<file path="src/rtl/updown_mod_counter_pkg.sv">
// Shared counter definitions: mode constants and the binary-to-Gray helper.
package counter_pkg;

    // Boundary behaviour selector for the SAT parameter
    localparam int CNT_WRAP = 0;
    localparam int CNT_SAT  = 1;

    // Gray code of a binary value; callers cast down to their own width.
    // Upper bits of a zero-extended input stay zero, so truncation is exact.
    function automatic logic [31:0] bin2gray(input logic [31:0] b);
        return b ^ (b >> 1);
    endfunction

endpackage

</file>
<file path="src/rtl/updown_mod_counter_if.sv">
// Control and status bundle for the up/down modulo counter.
interface updown_mod_counter_if #(
    parameter int K = 3
);
    // Control, driven by the counter's user
    logic         en;
    logic         up;
    logic         ld;
    logic [K-1:0] ld_val;

    // Status, driven by the counter
    logic [K-1:0] cnt_out;
    logic [K-1:0] cnt_gray;
    logic         lap;
    logic         ovf;
    logic         udf;
    logic         at_max;
    logic         at_min;

    modport master (
        output en, up, ld, ld_val,
        input  cnt_out, cnt_gray, lap, ovf, udf, at_max, at_min
    );

    modport slave (
        input  en, up, ld, ld_val,
        output cnt_out, cnt_gray, lap, ovf, udf, at_max, at_min
    );

endinterface

</file>
<file path="src/rtl/updown_mod_counter.sv">
// Up/down modulo counter with load, wrap/saturate mode, lap bit and a
// registered Gray copy of the count. One next-state block feeds one
// register block; every output except at_max/at_min is registered.
module updown_mod_counter
    import counter_pkg::*;
#(
    parameter int K   = 3,
    parameter int MOD = 2 ** K,
    parameter int SAT = CNT_WRAP
) (
    input  logic                 clk,
    input  logic                 rst,
    updown_mod_counter_if.slave  bus
);

    // Reject illegal configurations at elaboration
    generate
        if (MOD < 2 || MOD > 2 ** K) begin : g_bad_mod
            $error("updown_mod_counter: MOD must satisfy 2 <= MOD <= 2**K");
        end
        if (SAT != CNT_WRAP && SAT != CNT_SAT) begin : g_bad_sat
            $error("updown_mod_counter: SAT must be CNT_WRAP or CNT_SAT");
        end
    endgenerate

    // Largest legal count; every computed next value stays at or below it,
    // so arithmetic at width K never needs a carry bit.
    localparam logic [K-1:0] MAXV  = K'(MOD - 1);
    localparam logic         W_SAT = (SAT == CNT_SAT);

    logic [K-1:0] r_cnt;
    logic [K-1:0] r_gray;
    logic         r_lap;
    logic         r_ovf;
    logic         r_udf;

    logic [K-1:0] w_nxt;
    logic [K-1:0] w_nxt_gray;
    logic         w_lap_nxt;
    logic         w_ovf_nxt;
    logic         w_udf_nxt;
    logic         w_at_max;
    logic         w_at_min;

    assign w_at_max = (r_cnt == MAXV);
    assign w_at_min = (r_cnt == '0);

    // Next-state: load beats count; boundary steps wrap or hold per SAT
    always_comb begin
        w_nxt     = r_cnt;
        w_lap_nxt = r_lap;
        w_ovf_nxt = 1'b0;
        w_udf_nxt = 1'b0;
        if (bus.ld) begin
            w_nxt = (bus.ld_val > MAXV) ? MAXV : bus.ld_val;
        end else if (bus.en) begin
            if (bus.up) begin
                if (w_at_max) begin
                    w_ovf_nxt = 1'b1;
                    if (!W_SAT) begin
                        w_nxt     = '0;
                        w_lap_nxt = ~r_lap;
                    end
                end else begin
                    w_nxt = r_cnt + 1'b1;
                end
            end else begin
                if (w_at_min) begin
                    w_udf_nxt = 1'b1;
                    if (!W_SAT) begin
                        w_nxt     = MAXV;
                        w_lap_nxt = ~r_lap;
                    end
                end else begin
                    w_nxt = r_cnt - 1'b1;
                end
            end
        end
    end

    // Gray copy is derived from the next value so it lands on the same edge
    assign w_nxt_gray = K'(bin2gray(32'(w_nxt)));

    // State register with synchronous reset
    always_ff @(posedge clk) begin
        if (rst) begin
            r_cnt  <= '0;
            r_gray <= '0;
            r_lap  <= 1'b0;
            r_ovf  <= 1'b0;
            r_udf  <= 1'b0;
        end else begin
            r_cnt  <= w_nxt;
            r_gray <= w_nxt_gray;
            r_lap  <= w_lap_nxt;
            r_ovf  <= w_ovf_nxt;
            r_udf  <= w_udf_nxt;
        end
    end

    assign bus.cnt_out  = r_cnt;
    assign bus.cnt_gray = r_gray;
    assign bus.lap      = r_lap;
    assign bus.ovf      = r_ovf;
    assign bus.udf      = r_udf;
    assign bus.at_max   = w_at_max;
    assign bus.at_min   = w_at_min;

endmodule

</file>
<file path="src/flat_wrapper.sv">
// flat-port wrapper written by rule: the top's interface ports become plain ports
module updown_mod_counter_flat import counter_pkg::*;
#(
    parameter int K   = 3,
    parameter int MOD = 2 ** K,
    parameter int SAT = CNT_WRAP
)
  (clk, rst, bus_en, bus_up, bus_ld, bus_ld_val, bus_cnt_out, bus_cnt_gray, bus_lap, bus_ovf, bus_udf, bus_at_max, bus_at_min);
  updown_mod_counter_if #(.K(K)) bus_i ();
  input  logic clk;
  input  logic rst;
  input wire logic [$bits(bus_i.en)-1:0] bus_en;
  input wire logic [$bits(bus_i.up)-1:0] bus_up;
  input wire logic [$bits(bus_i.ld)-1:0] bus_ld;
  input wire logic [$bits(bus_i.ld_val)-1:0] bus_ld_val;
  output wire logic [$bits(bus_i.cnt_out)-1:0] bus_cnt_out;
  output wire logic [$bits(bus_i.cnt_gray)-1:0] bus_cnt_gray;
  output wire logic [$bits(bus_i.lap)-1:0] bus_lap;
  output wire logic [$bits(bus_i.ovf)-1:0] bus_ovf;
  output wire logic [$bits(bus_i.udf)-1:0] bus_udf;
  output wire logic [$bits(bus_i.at_max)-1:0] bus_at_max;
  output wire logic [$bits(bus_i.at_min)-1:0] bus_at_min;
  assign bus_i.en = bus_en;
  assign bus_i.up = bus_up;
  assign bus_i.ld = bus_ld;
  assign bus_i.ld_val = bus_ld_val;
  assign bus_cnt_out = bus_i.cnt_out;
  assign bus_cnt_gray = bus_i.cnt_gray;
  assign bus_lap = bus_i.lap;
  assign bus_ovf = bus_i.ovf;
  assign bus_udf = bus_i.udf;
  assign bus_at_max = bus_i.at_max;
  assign bus_at_min = bus_i.at_min;
  updown_mod_counter #(.K(K), .MOD(MOD), .SAT(SAT)) u_core (.clk(clk), .rst(rst), .bus(bus_i));
endmodule
</file>
<file path="config.mk">
export PLATFORM = sky130hd
export DESIGN_NAME = updown_mod_counter_flat
export DESIGN_NICKNAME = d
export VERILOG_FILES = /design/src/rtl/updown_mod_counter_pkg.sv /design/src/rtl/updown_mod_counter_if.sv /design/src/rtl/updown_mod_counter.sv /design/src/flat_wrapper.sv
export SDC_FILE = /design/constraint.sdc
export NUM_CORES = 1
export LEC_CHECK = 0
export ABC_CLOCK_PERIOD_IN_PS = 1900
export BUFFER_PORTS_ARGS = -buffer_cell sky130_fd_sc_hd__buf_2
export CORE_AREA = 2 2 39 41
export DETAILED_ROUTE_END_ITERATION = 6
export DIE_AREA = 0 0 41 43
export PLACE_DENSITY = 0.65
export SLEW_MARGIN = 25
export SYNTH_ARGS = -nofsm -noshare
export SYNTH_HDL_FRONTEND = slang
export SYNTH_SLANG_ARGS = --single-unit
</file>
<file path="constraint.sdc">
create_clock -name clk -period 1.9 [get_ports clk]
set_input_delay 0.285 -clock clk [delete_from_list [all_inputs] [get_ports clk]]
set_output_delay 0.285 -clock clk [all_outputs]
set_load 0.005 [all_outputs]
</file>
==> flow_summary.yaml <==
run_status:
  outcome: "complete, no violations"
clock_tree:
  clkTransAtPathRegs_ns: 0.05
  post_cts_resized: 0
  post_cts_buffers: 0
  cts_root_buf: "clkbuf_4"
  cts_tree: "built"
  clock_latency_ns: 0.25
  cts_buffer_depth: 2
  cts_hold_buf: 0
  cts_num_sinks: 8
  cts_buffers: 3
  htreeDepth: 1
detailed_routing:
  drt_iter0_drc: 3
  wl_um: 880
  viasPerCell: 4.82
  vias: 410
  drc: 0
  final_antenna_net_count: 0
  avgRoutedWirePerCell_um: 10.4
  first_pass_iters: 2
yosys:
  synthDistinctLibCells: 26
  muxShareOfSynthArea_pct: 4.44
  synthAdderAreaFrac_pct: 11.1
  yosys_warnings: 0
  synth_top_family_by_area: "simple AND/OR/NAND/NOR gates"
  postSynthAreaPerCell_um2: 9.19
  synth-xor-area-share_pct: 3.89
  synth-compound-area-share_pct: 13.3
  syn_inst: 49
  seq_area_frac_synth_pct: 35.6
  ys_seq_elements: 8
  synth_simple_gate_area_share_pct: 27.5
  synth_area_um2: 450
  syn_nets: 61
timing:
  hold_violations: 0
  relSlewSlack_pct: 84.6
  final-setup-viol-count: 0
  grt_setup_unrepaired: "no"
  finalCriticalPeriod_ns: 1.57
  fin_setup_tns_ns: 0
  drv_slew: 0
  fmax_ghz: 0.636
  worst_pin_slew_ns: 0.230
  hold_ws_ns: 0.274
  skew_ns: 0.00325
  period_share_pct: 82.7
setup_path:
  critical_path.max_fanout: 6
  endpoint_kind: "register"
  start_kind: "register"
  critical_path.startpoint: "u_core.bus.cnt_out[0]"
  critPathArrivalTime_ns: 1.71
  crit_top_cell: "ha_1"
  slowest_delay_ns: 0.34
  crit_slowest_cell: "dfxtp_1"
  r2r-end: "u_core.bus.cnt_gray[1]"
  path_buf_inv: 0
  reg2regPathDepth: 6
  path_class: "register to register"
  endpoint: "u_core.bus.cnt_gray[1]"
  path_cells: "ha_1 -> ha_1 -> and3b_1 -> o31ai_1 -> o21ai_1 -> mux2i_1"
  critPathTopFamily: "adder cells"
  r2r_slack_ns: 0.33
  worstPathRequired_ns: 2.04
  path_depth: 6
  reg2reg_from: "u_core.bus.cnt_out[0]"
cells_and_area:
  area_growth_pct: 27.8
  fillers: 142
  fin_nets: 83
  final_core_util_pct: 41.6
  multi_input_area_um2: 272
  drive_above_1_share_pct: 37.7
  regArea_um2: 160
  antenna_cells: 0
global_route:
  grt_use_total_pct: 12.2
  grt_pass1_wl_mm: 1.41
  gr-total-overflow: 0
  grt_max_degree: 9
  grt_pass1_vias: 350
  antenna_found_initial: 0
die:
  start_util_pct: 32.5
  ios: 19
  core_area_mm2: 0.00138
  die_area_mm2: 0.00176
  die_w_um: 41
  rows: 14
  die_h_um: 43
power_and_ir_drop:
  power.density_mw_per_mm2: 712
  peakVddDrop_mv: 0.318
  cellLeakagePower_uw: 0.000291
job:
  maxCapViolations: 0
placement:
  dp_hpwl_um: 700
  place.port_buffers: 18
  routabilityCongestion: 0.700
min_path:
  hp-class: "primary input to register"
==> through the flow <==
step | total power [uW] | cells | setup WS, ns | area, um2
after CTS | 417 | 85 | 0.317 | 576
final | 410 | 85 | 0.329 | 576
after global routing | 442 | 85 | 0.209 | 576
after global placement | 285 | 82 | 0.368 | 553
after detailed placement | 285 | 82 | 0.322 | 553
after floorplan | 249 | 49 | 0.391 | 450
==> power breakdown <==
part / total (uW) / switching (uW) / internal [uW]
registers: 189 / 8.61 / 180
clock network: 129 / 57.2 / 72.2
logic: 92.0 / 45.5 / 46.5
total: 410 / 111 / 299
==> state kept, by name, indices dropped and copies added, names as in the netlist <==
signal,flops
u_core.bus.udf,1
u_core.bus.cnt_out,2
u_core.bus.lap,1
u_core.bus.cnt_gray,3
u_core.bus.ovf,1
==> worst min-delay path by stage <==
stage / from / end / depth (start not counted)
after floorplan: rst / u_core.bus.cnt_gray[2] / 1
after global placement: u_core.bus.lap / u_core.bus.lap / 2
after detailed placement: u_core.bus.lap / u_core.bus.lap / 2
after CTS: rst / u_core.bus.lap / 2
after global routing: rst / u_core.bus.cnt_out[0] / 2
final: rst / u_core.bus.lap / 2
==> logic make-up (layout without fill, tap and decap cells) <==
group                      Yosys count  count (layout)
xor gates and xnor gates             2               2
adders and majority gates            4               4
and+or+nand+nor                     21              21
AOI/OAI and AO/OA                    8               8
DFF                                  8               8
buffers and inverters                4              24
muxes                                2               2
==> routing by layer <==
metal	global-route usage, %	routed length, um
met2	16.6	412
met3	9.42	79
met5	0	0
met1	15.2	388
met4	2.00	0
==> cells in the final DEF (no fill, tap or decap) <==
cell,Yosys,routed
a21oi_1,1,1
a21oi_2,1,1
and3b_1,1,1
buf_2,0,18
clkbuf_4,0,3
dfxtp_1,8,8
ha_1,4,4
inv_1,3,3
mux2i_1,2,2
nand2_1,5,5
nand2b_2,1,1
nand2b_4,1,1
nand3b_1,1,1
nor2_1,5,5
nor2b_1,1,1
nor3_1,3,3
o211ai_1,1,1
o211ai_2,1,1
o21ai_0,1,1
o21ai_1,1,1
o31a_1,1,1
o31ai_1,1,1
or2_1,1,1
or3b_1,1,1
or3b_4,1,1
xnor2_1,1,1
xor2_1,1,1
==> Yosys cell counts, drive strengths merged <==
library cell	count	area share (%)
nand3b	1	1.7
dfxtp	8	36
nor3	3	3.3
o31ai	1	1.7
buf	1	1.7
inv	3	2.5
mux2i	2	4.4
xor2	1	1.9
nor2b	1	1.4
ha	4	11
a21oi	2	3.1
xnor2	1	1.9
o31a	1	1.9
or3b	2	4.4
and3b	1	1.9
nand2	5	4.2
nand2b	2	5.0
o21ai	2	2.2
or2	1	1.4
nor2	5	4.2
o211ai	2	4.4
==> area by class of cell <==
class,instances,share of cell area [%]
clock buffers,3,3.91
inverters,3,1.96
multi-input cells,37,47.2
flip-flops and latches,8,27.8
well taps,16,3.48
repair buffers,18,15.7
Note: power is estimated with default switching activity, not from simulation.
